--- config.mk ---
export PLATFORM = sky130hd
export DESIGN_NAME = glyph_fetch_sched
export DESIGN_NICKNAME = d
export VERILOG_FILES = /design/src/rtl/glyph_fetch_sched.sv
export SDC_FILE = /design/constraint.sdc
export NUM_CORES = 1
export LEC_CHECK = 0
export ABC_AREA = 0
export BUFFER_PORTS_ARGS = -buffer_cell sky130_fd_sc_hd__buf_2
export CORE_UTILIZATION = 56
export DETAILED_ROUTE_END_ITERATION = 8
export GPL_ROUTABILITY_DRIVEN = 0
export PLACE_DENSITY = 0.8
export SYNTH_ARGS = -nofsm -noshare
export SYNTH_HDL_FRONTEND = slang
export SYNTH_SLANG_ARGS = --single-unit
--- constraint.sdc ---
create_clock -name clk_pix -period 3.9 [get_ports clk_pix]
set_clock_uncertainty 0.2 [all_clocks]
set_input_delay 0.78 -clock clk_pix [delete_from_list [all_inputs] [get_ports clk_pix]]
set_output_delay 0.78 -clock clk_pix [all_outputs]
set_load 0.03 [all_outputs]
--- src/rtl/glyph_fetch_sched.sv ---
// Per-line glyph fetch scheduler: shares the greeting and font ROMs among text sprites in hblank.
// Optional code point range check and sticky cp_err output enabled by GLYPH_CP_CHECK_EN.
module glyph_fetch_sched #(
    parameter int unsigned SPR_CNT      = 8,
    parameter int unsigned CORDW        = 10,
    parameter int unsigned H_RES        = 640,
    parameter int unsigned V_RES        = 480,
    parameter int unsigned LINE2        = 240,
    parameter int unsigned GREET_MSGS   = 32,
    parameter int unsigned GREET_LENGTH = 16,
    parameter int unsigned MSG_CHG      = 80,
    parameter int unsigned CP_START     = 'h20,
    parameter int unsigned CP_END       = 'h5F,
    parameter int unsigned FONT_HEIGHT  = 8,
    parameter int unsigned ROM_LAT      = 1,
    localparam int unsigned GAW = $clog2(GREET_MSGS * GREET_LENGTH),
    localparam int unsigned FAW = $clog2((CP_END - CP_START + 1) * FONT_HEIGHT),
    localparam int unsigned LW  = $clog2(FONT_HEIGHT),
    localparam int unsigned MW  = $clog2(GREET_MSGS)
) (
    input  logic                  clk_pix,
    input  logic                  rst_n,
    input  logic [CORDW-1:0]      sx,
    input  logic [CORDW-1:0]      sy,
    output logic [GAW-1:0]        greet_addr,
    input  logic [6:0]            greet_data,
    output logic [FAW-1:0]        font_addr,
    input  logic [SPR_CNT*LW-1:0] spr_line,
    output logic [SPR_CNT-1:0]    dma_avail,
    output logic [MW-1:0]         greeting,
    output logic                  busy
`ifdef GLYPH_CP_CHECK_EN
    ,
    output logic                  cp_err
`endif
);

    localparam int unsigned STEPS = SPR_CNT + ROM_LAT + 1;
    localparam int unsigned TW    = $clog2(STEPS + 1);
    localparam int unsigned FCW   = (MSG_CHG > 1) ? $clog2(MSG_CHG) : 1;
    localparam int unsigned KW    = (SPR_CNT > 1) ? $clog2(SPR_CNT) : 1;

    typedef enum logic [1:0] {IDLE, FETCH, DONE} state_t;

    state_t           state;
    logic [TW-1:0]    step;
    logic [GAW-1:0]   msg_base;
    logic [FCW-1:0]   frame_cnt;
    logic [6:0]       cp     [SPR_CNT];
    logic [6:0]       cp_nxt [SPR_CNT];
    logic [LW-1:0]    line_arr [SPR_CNT];

    logic             line_start;
    logic             frame_tick;
    logic [GAW-1:0]   base_new;
    logic [GAW-1:0]   base_cur;
    logic [TW-1:0]    t_cur;
    logic             addr_slot;
    logic             gnt;
    logic [KW-1:0]    k;
    logic [6:0]       cp_in;
    logic             cp_bad;
    logic [6:0]       cp_sel;
    logic [FAW-1:0]   font_nxt;

    for (genvar i = 0; i < SPR_CNT; i++) begin : g_line
        assign line_arr[i] = spr_line[i*LW +: LW];
    end

    // Slot decode: t counts from the FETCH entry edge; address at t=k, grant at t=k+ROM_LAT+1
    always_comb begin
        line_start = (sx == CORDW'(H_RES));
        frame_tick = line_start && (sy == CORDW'(V_RES));
        base_new   = GAW'(greeting) * GAW'(GREET_LENGTH)
                   + ((sy >= CORDW'(LINE2)) ? GAW'(GREET_LENGTH / 2) : '0);
        base_cur   = (state == FETCH) ? msg_base : base_new;
        t_cur      = (state == FETCH) ? step : '0;
        addr_slot  = ((state == FETCH) || ((state == IDLE) && line_start))
                   && (t_cur < TW'(SPR_CNT));
        gnt        = (state == FETCH) && (step >= TW'(ROM_LAT + 1))
                   && (step <= TW'(SPR_CNT + ROM_LAT));
        k          = KW'(step - TW'(ROM_LAT + 1));
`ifdef GLYPH_CP_CHECK_EN
        cp_bad     = (greet_data < 7'(CP_START)) || (greet_data > 7'(CP_END));
        cp_in      = cp_bad ? 7'(CP_START) : greet_data;
`else
        cp_bad     = 1'b0;
        cp_in      = greet_data;
`endif
        cp_nxt     = cp;
        if (gnt) begin
            cp_nxt[k] = cp_in;
        end
        cp_sel     = cp_nxt[k];
        font_nxt   = FAW'((FAW'(cp_sel) - FAW'(CP_START)) * FAW'(FONT_HEIGHT)
                   + FAW'(line_arr[k]));
    end

    always_ff @(posedge clk_pix) begin
        if (!rst_n) begin
            state      <= IDLE;
            step       <= '0;
            msg_base   <= '0;
            frame_cnt  <= '0;
            greeting   <= '0;
            cp         <= '{default: '0};
            greet_addr <= '0;
            font_addr  <= '0;
            dma_avail  <= '0;
            busy       <= 1'b0;
`ifdef GLYPH_CP_CHECK_EN
            cp_err     <= 1'b0;
`endif
        end else begin
            greet_addr <= addr_slot ? GAW'(base_cur + GAW'(t_cur)) : '0;
            dma_avail  <= gnt ? (SPR_CNT'(1) << k) : '0;
            font_addr  <= gnt ? font_nxt : '0;
            cp         <= cp_nxt;
`ifdef GLYPH_CP_CHECK_EN
            if (gnt && cp_bad) begin
                cp_err <= 1'b1;
            end
`endif

            // Message rotation; the tick shares its edge with FETCH entry on line V_RES
            if (frame_tick) begin
                if (frame_cnt == FCW'(MSG_CHG - 1)) begin
                    frame_cnt <= '0;
                    greeting  <= (greeting == MW'(GREET_MSGS - 1)) ? '0 : MW'(greeting + 1'b1);
                end else begin
                    frame_cnt <= FCW'(frame_cnt + 1'b1);
                end
            end

            case (state)
                IDLE: begin
                    if (line_start) begin
                        state    <= FETCH;
                        step     <= TW'(1);
                        msg_base <= base_new;
                        busy     <= 1'b1;
                    end
                end
                FETCH: begin
                    if (step == TW'(STEPS)) begin
                        state <= DONE;
                    end else begin
                        step <= TW'(step + 1'b1);
                    end
                end
                DONE: begin
                    state <= IDLE;
                    busy  <= 1'b0;
                end
                default: begin
                    state <= IDLE;
                    busy  <= 1'b0;
                end
            endcase
        end
    end

endmodule

## Word level (Yosys, flattened, before mapping)

Cells that the tools add are included.

| cells by class | value |
|---|---|
| $add $sub $neg | 8 |
| shift-type cells | 1 |
| equal/unequal tests | 9 |
| bitwise operators | 2 |
| order comparisons | 6 |
| multiplexer cells | 23 |
| reductions and logical operators | 16 |

Operators with widths:

| kind | number |
|---|---|
| bitwise mux 56 bit | 1 |
| two-way mux 56 bit | 1 |
| binary-select mux 7 bit (select 3 bit) | 1 |
| demux 7 bit (select 3 bit) | 1 |
| adder 9 x 4 -> 9 bit | 2 |
| two-way mux 4 bit | 4 |
| two-way mux 7 bit | 2 |
| two-way mux 6 bit | 2 |
| AND reduction 2 bit | 6 |
| equality test 10 bit, second input constant | 1 |
| equality test 10 x 9 -> 1 bit, second input constant | 1 |
| greater-or-equal comparator 10 x 8 -> 1 bit, second input constant | 1 |
| adder 9 x 3 -> 9 bit | 1 |
| binary-select mux 3 bit (select 3 bit) | 1 |
| two-way mux 9 bit | 1 |
| one-hot mux 4 bit (2 select lines) | 1 |
| << shifter 1 x 3 -> 8 bit, first input constant | 1 |
| adder 7 x 1 -> 7 bit, second input constant | 1 |
| equality test 7 bit, second input constant | 1 |
| logical AND 1 bit | 6 |
| two-way mux 3 bit | 2 |
| subtractor 6 bit, second input constant | 1 |
| adder 5 x 1 -> 5 bit, second input constant | 1 |
| equality test 5 bit, second input constant | 1 |
| other kinds (22) | 24 |

| storage, ports and cells | value |
|---|---|
| word-level logic and storage cells | 82 |
| output and inout port bits | 32 |
| register bits after elaboration | 110 |

## Longest topological paths before layout

Gate-level depths: netlist (run 1).

| logic depth | value |
|---|---|
| depth after elaboration | 13 |
| depth in mapped cells | 10 |

## Worst setup path after synthesis (run 1)

No wires, ideal clock.

| path | value |
|---|---|
| kind | flip-flop to flip-flop |
| from | register step[0] |
| to | register font_addr[5] |
| slack | 0.760 ns |
| period minus slack after synthesis | 3.140 ns |
| arrival time | 2.806 ns |
| path buffers | 1 |
| data required time | 3.566 ns |
| cell stages (with the launch flop) | 10 |
| library setup time | 0.134 ns |
| cell sequence | dfxtp_1 clkbuf_1 clkinv_1 ha_1 o21bai_1 a2111oi_4 nand2_2 mux2i_1 o22ai_1 or4_1 |

| between the ends | value |
|---|---|
| cells in the longest elaborated chain, start to end | 13 |
| elaborated cells on any way between the ends | 22 |
| classes of those cells | 3 x add/sub; 4 x order compare; 10 x mux; 1 x bitwise; 4 x reduce/logical |

RTL lines:

| element | RTL line | source |
|---|---|---|
| from (decl) | 46 | `logic [TW-1:0] step;` |
| from (signal assigned) | 148 | `step <= TW'(step + 1'b1);` |
| subtractor 3 x 2 -> 3 bit | 82 | `k = KW'(step - TW'(ROM_LAT + 1));` |
| NOT 3 -> 4 bit (not written as such) | 92, 94, 96 |  |
| greater-or-equal comparator 4 bit (not written as such) or < comparator 4 x 1 -> 1 bit (tied branches) | 92 | `cp_nxt[k] = cp_in;` |
| logical AND 1 bit (not written as such) | 92 |  |
| two-way mux 7 bit (not written as such) | 92 |  |
| demux 7 bit (select 3 bit) | 92 |  |
| bitwise mux 56 bit | 92 |  |
| two-way mux 56 bit | 91 | `if (gnt) begin` |
| binary-select mux 7 bit (select 3 bit) | 94 | `cp_sel = cp_nxt[k];` |
| two-way mux 6 bit (not written as such) (2 in a row) | 94 |  |
| subtractor 6 bit | 95 | `font_nxt = FAW'((FAW'(cp_sel) - FAW'(CP_START)) * FAW'(FONT_HEIGHT)` |
| adder 9 x 3 -> 9 bit | 96 | `+ FAW'(line_arr[k]));` |
| to (signal assigned) | 117 | `font_addr <= gnt ? font_nxt : '0;` |
| to (decl) | 27 | `output logic [FAW-1:0] font_addr,` |

Several ways; a longest one is shown, not always the timed one. The select of a mux whose other input is x is not followed.
A chain may end at the register's enable or synchronous reset.

## Worst setup path in the final report (run 1)

| path | value |
|---|---|
| from | register step[1] |
| to | register font_addr[7] |

The elaborated chain is that of the path after synthesis.

==> summary.md, run 1 <==
The flow ran to the end, and the final reports show no timing, DRC or antenna violations. In this run the top signal layer used is met4. Mean routed wirelength per cell: 16.0 um.

Count of final hold-check violations: 0. The total DRC errors in the routed layout is 0. Counting I/O delays and the setup requirement, the final critical path takes 3.28 ns. The die is 94.5 um tall. The logs give 85 for the I/O pin total and 604 for the net count after synthesis. After routing the design area is 0.00554 sq mm. The tools report the data arrival at the endpoint of the critical path as 3.32 ns. Fill cell instance count of the final layout: 695. Prior to clock tree synthesis, the placed netlist has a worst setup slack of 0.744 ns. Leaving out fill and tap cells, the most frequent cells in the layout are sky130_fd_sc_hd__dfxtp_1, sky130_fd_sc_hd__buf_2, sky130_fd_sc_hd__nor2_1. The worst setup path is launched from a flip-flop. The tools report the overall track demand over capacity in global routing as 25.8%.

Dominant delay contributor by cell family on the critical path: simple AND/OR/NAND/NOR gates. The critical path buffer and inverter count was 1. Endpoint with the worst hold slack: cp[45]. The post-synthesis instance total was 537. The routed design uses 863 um of met3 wire. The largest individual stage delay along the critical path comes from the cell sky130_fd_sc_hd__a2111oi_4. The run gives 713 as the filler-free cell count of the finished design. The post-layout utilization of the core is 67.0%, and the layout-stage area growth over the synthesis result is 15.7%. The first global-routing pass estimated 18100 um of wire. The clock tree synthesis step divided the H-tree into 3 levels. Setup repair after global routing left no endpoint under its margin. The run gives 0 as the buffer count from post-CTS setup fixing.

The detail route stage leaves a number of antenna-violating nets equal to 0. The largest area contributor in the netlist is sky130_fd_sc_hd__dfxtp_1. The internal power of the cells totals 1590 uW.

The run gives 58 as the number of distinct library cell variants in the gate-level netlist after synthesis. The floorplan has 33 rows. The tools report the met1 routed wirelength after detailed routing as 5030 um. In this run the worst path has a maximum fanout of 27. The post-place instance area was 0.00525 sq mm; the register clock-pin slew on the reported worst setup and hold paths was 0.10 ns. For the power share of the clock group, the log shows 46.1%.

The sequential fraction of design power is 50.7%, and the number of antenna violations at the first check in global routing is 0. At the worst endpoint, the required time is 3.94 ns. For the accumulated negative setup slack, the log shows 0 ns. The routed via count was 4276; the share of the cycle needed by the critical path after routing was 84.0%. Sequential elements use 41.4% of the synthesized area. The number of buffers added by the clock tree synthesis step came out at 9. The placed instance count came out at 697. The endpoint kind of the worst setup timing path was a flip-flop.

In this run the critical register-to-register path is captured at font_addr[7]. The fraction of synthesis flops using an asynchronous set or reset pin is 0%. Buffers inserted to repair hold after CTS numbered 0. By area the synthesized netlist is led by sky130_fd_sc_hd__dfxtp_1, sky130_fd_sc_hd__mux2i_1, sky130_fd_sc_hd__nor2_1, sky130_fd_sc_hd__a21oi_1, sky130_fd_sc_hd__nand2_1. The largest stage delay on the critical path works out to 0.63 ns. Launch instance of the worst min-delay path: cp[45]. The floorplan step defined a die boundary enclosing 0.00892 sq mm.

The via count of the first global-routing pass is 3854, and the mapped cell area is 0.00479 sq mm. The first TritonRoute pass finished after 5 iterations. The tools report the static leakage as 0.00224 uW.

Net switching is 19.9% of the power. The proportion of layout cells with a drive suffix above 1 was 21.2%; the count of pins over their slew limit was 0. In this run the standard cell core region covers 0.00826 sq mm. Largest net degree at the start of global routing: 73. The setup slack of the critical path after layout was 0.625 ns. In this run the tool buffered the top-level ports with 83 buffer cells. For the reg2reg setup slack, the log shows 0.62 ns.

The total congestion overflow after global routing was 0; the register bit total from synthesis was 99. For the worst vdd rail ir drop, the log shows 169 uV. The clock insertion delay at the later pin of the skew report was 0.36 ns; the via density per instance was 6.00. Transition time of the tightest slew-check pin: 0.867 ns.

The initial core utilization is 58.0%. The depth of the worst hold-timing path was 2. The tree built by TritonCTS fans out to 99 sinks. In this run, the number of DRC markers left after iteration 0 of detailed routing was 300.

The tools report the root cell of the clock tree as sky130_fd_sc_hd__clkbuf_8. The run gives 0 as the count of yosys warnings during synthesis. The launch instance of the worst register-to-register path was step[1].

Measured against its own limit, the worst slew margin works out to 42.1%. Combinational cells account for 3.2% of the total power. The path class of the tightest hold or removal check is reg -> reg.

Prevailing post-synth register cell: sky130_fd_sc_hd__dfxtp_1. Detailed placement finished with a half-perimeter wire length of 8020 um. After detailed routing, the met2 layer carries 5390 um of wire. Based on the critical path, the design can be clocked at up to 0.305 GHz. After detailed routing, the total wire length is 11400 um.

0 antenna diodes ended up in the layout. In this run, synthesis inferred 0 flip-flops with an integrated enable. The number of buffers on the longest clock path was 2. Most common library cell in the layout ignoring fill and taps: sky130_fd_sc_hd__dfxtp_1. The net count of the finished layout is 670. The critical path goes through buf_4, nor4_4, a2111oi_4, nand2_2, mux2i_1, o22ai_1, or4_1.

Summed over all nets, the switching power comes to 397 uW. Path type of the worst setup path: reg -> reg. Setup violations remaining at the end of the flow were counted as 0.

A synthesized cell averages 8.91 sq um. The logic depth of the worst register-to-register path works out to 7. TritonCTS built the clock tree. Gates resized during post-CTS repair numbered 0. The die width works out to 94.5 um. In this run the biggest area consumer among cell types represents 41.4% of the synthesized area. The tools report the count of max-cap constraint violations as 0.

For this design the ratio of total power to cell area is 360 mW/mm^2.
[worst register-to-register path, delay by kind of cell (launching register included)]
family                 cells  cell delay, ns
AO/OA/AOI/OAI              2            0.74
buffers and inverters      1            0.40
flip-flops                 1            0.58
multiplexers               1            0.27
AND/OR/NAND/NOR            3            0.96
[synthesized netlist by cell type, types with 2 or more instances]
library cell	n
sky130_fd_sc_hd__or4_1	7
sky130_fd_sc_hd__nor2b_1	3
sky130_fd_sc_hd__a2111oi_4	2
sky130_fd_sc_hd__buf_2	4
sky130_fd_sc_hd__clkbuf_1	30
sky130_fd_sc_hd__and2_1	11
sky130_fd_sc_hd__nand3_1	28
sky130_fd_sc_hd__and3_1	6
sky130_fd_sc_hd__nand2_2	2
sky130_fd_sc_hd__mux2i_1	49
sky130_fd_sc_hd__xor2_1	3
sky130_fd_sc_hd__mux4_2	6
sky130_fd_sc_hd__nand4_1	6
sky130_fd_sc_hd__clkinv_1	2
sky130_fd_sc_hd__a32oi_1	8
sky130_fd_sc_hd__a31oi_1	2
sky130_fd_sc_hd__mux2_2	3
sky130_fd_sc_hd__nor4_4	2
sky130_fd_sc_hd__a2bb2oi_1	2
sky130_fd_sc_hd__o22ai_1	4
sky130_fd_sc_hd__buf_4	5
sky130_fd_sc_hd__nor2_1	62
sky130_fd_sc_hd__a21oi_1	43
sky130_fd_sc_hd__a22oi_1	2
sky130_fd_sc_hd__a22o_1	3
sky130_fd_sc_hd__nand2_1	57
sky130_fd_sc_hd__xnor2_1	5
sky130_fd_sc_hd__o211ai_1	3
sky130_fd_sc_hd__or3_1	3
sky130_fd_sc_hd__dfxtp_1	99
sky130_fd_sc_hd__o21ai_0	6
sky130_fd_sc_hd__nor4_1	4
sky130_fd_sc_hd__nand2b_1	2
sky130_fd_sc_hd__a211oi_1	5
sky130_fd_sc_hd__inv_1	8
sky130_fd_sc_hd__ha_1	14
sky130_fd_sc_hd__nor3_1	15
[metrics by stage]
stage                     power (uW)  hold WS [ns]
after detailed placement        1100         0.251
final                           1990         0.264
after global routing            2050         0.288
after CTS                       2000         0.264
after global placement          1090         0.242
after floorplan                 1060         0.234
[sequential cells by signal (all words and copies together), names as in the netlist]
| signal | flops |
|---|---|
| busy | 1 |
| cp | 48 |
| dma_avail | 8 |
| font_addr | 9 |
| frame_cnt | 7 |
| greet_addr | 9 |
| greeting | 5 |
| msg_base | 6 |
| state | 2 |
| step | 4 |
[layer usage]
metal | track usage [%] | vias up
met4 | 8.21 | 0
met1 | 33.6 | 2001
met5 | 0 | -
met3 | 4.51 | 14
li1 | - | 2042
met2 | 43.4 | 219
[how the worst max path moves through the flow]
stage                     cells past startpoint     from           end
after floorplan                               9  step[0]  font_addr[5]
after global placement                        7  step[1]  font_addr[7]
after detailed placement                      7  step[1]  font_addr[7]
after CTS                                     7  step[1]  font_addr[7]
after global routing                          7  step[1]  font_addr[6]
final                                         7  step[1]  font_addr[7]
[power groups by stage]
| stage | combinational, uW | clock [uW] | sequential, uW |
|---|---|---|---|
| global placement | 60.9 | 0 | 1030 |
| finish | 63.2 | 919 | 1010 |
| global route | 67.6 | 971 | 1010 |
| floorplan | 28.8 | 0 | 1030 |
| CTS | 62.9 | 923 | 1010 |
| detailed placement | 62.6 | 0 | 1030 |
[layout make-up]
| cell class | instances | area [sq um] | share of cell area, % |
|---|---|---|---|
| flip-flops and latches | 99 | 1980 | 35.8 |
| clock inverters | 6 | 159 | 2.87 |
| repair buffers | 95 | 505 | 9.13 |
| inverters | 11 | 41.3 | 0.746 |
| clock buffers | 10 | 128 | 2.31 |
| well taps | 105 | 131 | 2.37 |
| multi-input cells | 387 | 2590 | 46.8 |
[cell families after synthesis]
| kind of cell | share of synthesized area (%) |
|---|---|
| AOI/OAI and AO/OA | 13.2 |
| xor gates and xnor gates | 1.46 |
| adders and majority gates | 3.66 |
| buffers and inverters | 4.50 |
| DFF | 41.4 |
| muxes | 14.0 |
| and+or+nand+nor | 21.8 |
No activity file was read; power rests on OpenSTA's default activity.
==> inputs of run 2 (changes only) <==
==> constraint.sdc (replaced) <==
create_clock -name clk_pix -period 3.37 [get_ports clk_pix]
set_clock_uncertainty 0.2 [all_clocks]
set_input_delay 0.674 -clock clk_pix [delete_from_list [all_inputs] [get_ports clk_pix]]
set_output_delay 0.674 -clock clk_pix [all_outputs]
set_load 0.03 [all_outputs]
==> summary.md, run 2 (same netlist as run 1, synthesis figures left out) <==
The flow ran to the end, and the final reports show no timing, DRC or antenna violations. The layer carrying the most global-route usage was met2 (unchanged). Critical path cell sequence: buf_4, nor4_4, buf_4, a211oi_2, nand3_2, a32oi_1, a21oi_1, or4_1 (was buf_4, nor4_4, a2111oi_4, nand2_2, mux2i_1, o22ai_1, or4_1). The die outline area was 0.00892 sq mm (unchanged); the met3 usage was 4.19% (was 4.51%). The depth of the worst hold-timing path is 2 (unchanged). The reg2reg setup slack is 0.27 ns (was 0.62 ns). The largest stage delay on the critical path came out at 0.55 ns (was 0.63 ns). The tools report the worst-case setup slack after placement as 0.348 ns (was 0.744 ns). The count of final hold-check violations was 0 (unchanged); the largest fanout on the critical path was 27 (unchanged). For the normalized max-slew margin, the log shows 39.7% (was 42.1%).

The tools report the endpoint of the worst-slack reg-to-reg timing path as font_addr[4] (was font_addr[7]). The static leakage is 0.00224 uW (about the same), and the logic depth of the worst register-to-register path is 8 (was 7). Total congestion overflow after global routing: 0 (unchanged). For the number of buffers on the longest clock path, the log shows 2 (unchanged).

Cell type of the slowest stage on the worst timing path: sky130_fd_sc_hd__a211oi_2 (was sky130_fd_sc_hd__a2111oi_4). The layout-stage area growth over the synthesis result came out at 15.2% (was 15.7%). The post-place instance area is 0.00529 sq mm (was 0.00525 sq mm), and the share of the cycle needed by the critical path after routing is 92.1% (was 84.0%). The proportion of layout cells with a drive suffix above 1 came out at 21.9% (was 21.2%).

The fraction of power spent switching nets came out at 20.9% (was 19.9%). Largest registers in the final layout: cp (48), font_addr (9), greet_addr (9) (unchanged). The number of gates resized after cts is 0 (unchanged). Worst vdd rail ir drop: 204 uV (was 169 uV). The number of rows created at floorplan is 33 (unchanged). The antenna diode count came out at 0 (unchanged).

TritonCTS built the clock tree. The startpoint type of the worst setup path is a flip-flop (unchanged). For the number of buffers added by the clock tree synthesis step, the log shows 9 (unchanged). The tools report the placeable core region as 0.00826 sq mm (unchanged).

The tools report the routed via count as 4268 (was 4276). The critical path buffer and inverter count came out at 2 (was 1). The I/O pin total is 85 (unchanged). The path type of the worst setup path was reg -> reg (unchanged). The sequential fraction of design power is 55.9% (was 50.7%), and the post-layout instance area is 0.00551 sq mm (was 0.00554 sq mm).

Number of endpoints failing setup at the final stage: 0 (unchanged). The register clock-pin slew on the reported worst setup and hold paths is 0.09 ns (was 0.10 ns). The clock insertion delay at the later pin of the skew report is 0.37 ns (was 0.36 ns). The count of max-cap constraint violations is 0 (unchanged). The final net count came out at 675 (was 670).

Setup repair after global routing left no endpoint under its margin. The overall routed net length was 11400 um (about the same); the flip-flop and latch area was 0.00198 sq mm (unchanged). The register containing the most flip-flops in the final layout was cp (unchanged). The met2 track demand over resource in global routing is 43.6% (was 43.4%), and the count of pins over their slew limit is 0 (unchanged). The tools report the post-layout total power as 2090 uW (was 1990 uW).

Most frequent cell on the critical path: sky130_fd_sc_hd__buf_4. The die width works out to 94.5 um (unchanged). The kind of path behind the tightest hold check is reg -> reg (unchanged).

The count of nets left with antenna violations after detail routing is 0 (unchanged). Power share of the clock group: 40.6% (was 46.1%). The dominant delay contributor by cell family on the critical path was simple AND/OR/NAND/NOR gates (unchanged). Root cell of the clock tree: sky130_fd_sc_hd__clkbuf_8 (unchanged). The area used by multi-input combinational logic was 0.00259 sq mm (unchanged); the quantity of hold-fixing buffers added after cts was 0 (unchanged). The tools report the data arrival at the endpoint of the critical path as 3.14 ns (was 3.32 ns).

The run gives 680 (was 695) as the fill cell instance count of the final layout. The final critical-path required period was 3.10 ns (was 3.28 ns). Accumulated negative setup slack: 0 ns (unchanged). The met1 capacity usage during global routing came out at 33.8% (was 33.6%).

Power density over cell area: 379 mW/mm^2 (was 360 mW/mm^2). Total DRC errors in the routed layout: 0 (unchanged). The via count of the first global-routing pass was 3919 (was 3854); the mean routed wirelength per cell was 15.8 um (was 16.0 um). The transition time of the tightest slew-check pin was 0.896 ns (was 0.867 ns); the buffer count from post-CTS setup fixing was 0 (unchanged). The tools report the launch instance of the worst min-delay path as cp[10] (was cp[45]). The part of the power in combinational logic was 3.5% (was 3.2%). The count of input and output buffers was 83 (unchanged); the largest net degree at the start of global routing was 73 (unchanged). The tools report the post-layout utilization of the core as 66.8% (was 67.0%). The number of sinks on the clock net was 99 (unchanged). The overall track demand over capacity in global routing was 26.4% (was 25.8%). Initial core utilization: 58.0% (unchanged).

The die extent in y is 94.5 um (unchanged). The H-tree depth was 3 (unchanged). The setup slack of the critical path after layout is 0.267 ns (was 0.625 ns). Most frequent cells in the layout: sky130_fd_sc_hd__dfxtp_1, sky130_fd_sc_hd__buf_2, sky130_fd_sc_hd__nor2_1 (unchanged). The internal portion of total power came out at 1650 uW (was 1590 uW). The via density per instance is 5.95 (was 6.00). The worst endpoint required time is 3.41 ns (was 3.94 ns), and the first-pass iteration count of the detailed router is 5 (unchanged).

The flip-flop count of the largest register, all copies and words added came out at 48 (unchanged). The launch instance of the worst register-to-register path was step[1] (unchanged). The wire length of the first global-routing pass is 18400 um (was 18100 um).

The most common library cell in the layout ignoring fill and taps was sky130_fd_sc_hd__dfxtp_1 (unchanged). The endpoint kind of the worst setup timing path was a flip-flop (unchanged). The tools report the count of routing violations after the opening detailed-route iteration as 307 (was 300). Number of antenna violations at the first check in global routing: 0 (unchanged). The switching power of the nets came out at 436 uW (was 397 uW). The fmax was 0.322 GHz (was 0.305 GHz); the total half-perimeter wirelength after legalization and detailed placement was 8100 um (was 8020 um). The endpoint with the worst hold slack is cp[10] (was cp[45]).
## run 2: how the worst max path moves through the flow
stage / startpoint / end / slack [ns] / cells past startpoint
after floorplan: step[0] / font_addr[5] / 0.23 / 9
after global placement: step[0] / font_addr[4] / 0.37 / 9
after detailed placement: step[1] / font_addr[7] / 0.35 / 9
after CTS: step[1] / font_addr[4] / 0.28 / 9
after global routing: step[1] / font_addr[7] / 0.03 / 9
final: step[1] / font_addr[4] / 0.27 / 8
## run 2: through the flow
stage / hold slack (ns) / cells
final: 0.265 / 717
after global routing: 0.291 / 717
after CTS: 0.265 / 717
after detailed placement: 0.253 / 702
after global placement: 0.242 / 702
after floorplan: 0.234 / 537
## run 2: power groups by stage
stage | Clock (uW) | Sequential (uW) | Combinational (uW)
2_1_floorplan | 0 | 1200 | 33.4
3_3_place_gp | 0 | 1200 | 70.7
3_5_place_dp | 0 | 1200 | 72.9
4_1_cts | 856 | 1170 | 73.1
5_1_grt | 913 | 1170 | 78.7
6_report | 849 | 1170 | 73.0
## run 2: worst register-to-register path: stages (launching register included)
cell	delay (ns)
sky130_fd_sc_hd__dfxtp_1	0.40
sky130_fd_sc_hd__buf_4	0.35
sky130_fd_sc_hd__nor4_4	0.11
sky130_fd_sc_hd__buf_4	0.17
sky130_fd_sc_hd__a211oi_2	0.55
sky130_fd_sc_hd__nand3_2	0.31
sky130_fd_sc_hd__a32oi_1	0.28
sky130_fd_sc_hd__a21oi_1	0.09
sky130_fd_sc_hd__or4_1	0.53
## run 2: area by class of cell
| class | count | area share, % |
|---|---|---|
| Clock buffer | 11 | 2.75 |
| Clock inverter | 4 | 1.34 |
| Inverter | 11 | 0.749 |
| Multi-Input combinational cell | 387 | 47.0 |
| Sequential cell | 99 | 36.0 |
| Tap cell | 105 | 2.38 |
| Timing Repair Buffer | 100 | 9.85 |
## run 2: routing by layer
| metal | up-vias | routed length, um |
|---|---|---|
| met5 | - | 0 |
| met4 | 0 | 277 |
| met3 | 26 | 854 |
| met2 | 199 | 5360 |
| met1 | 1986 | 4870 |
| li1 | 2057 | - |
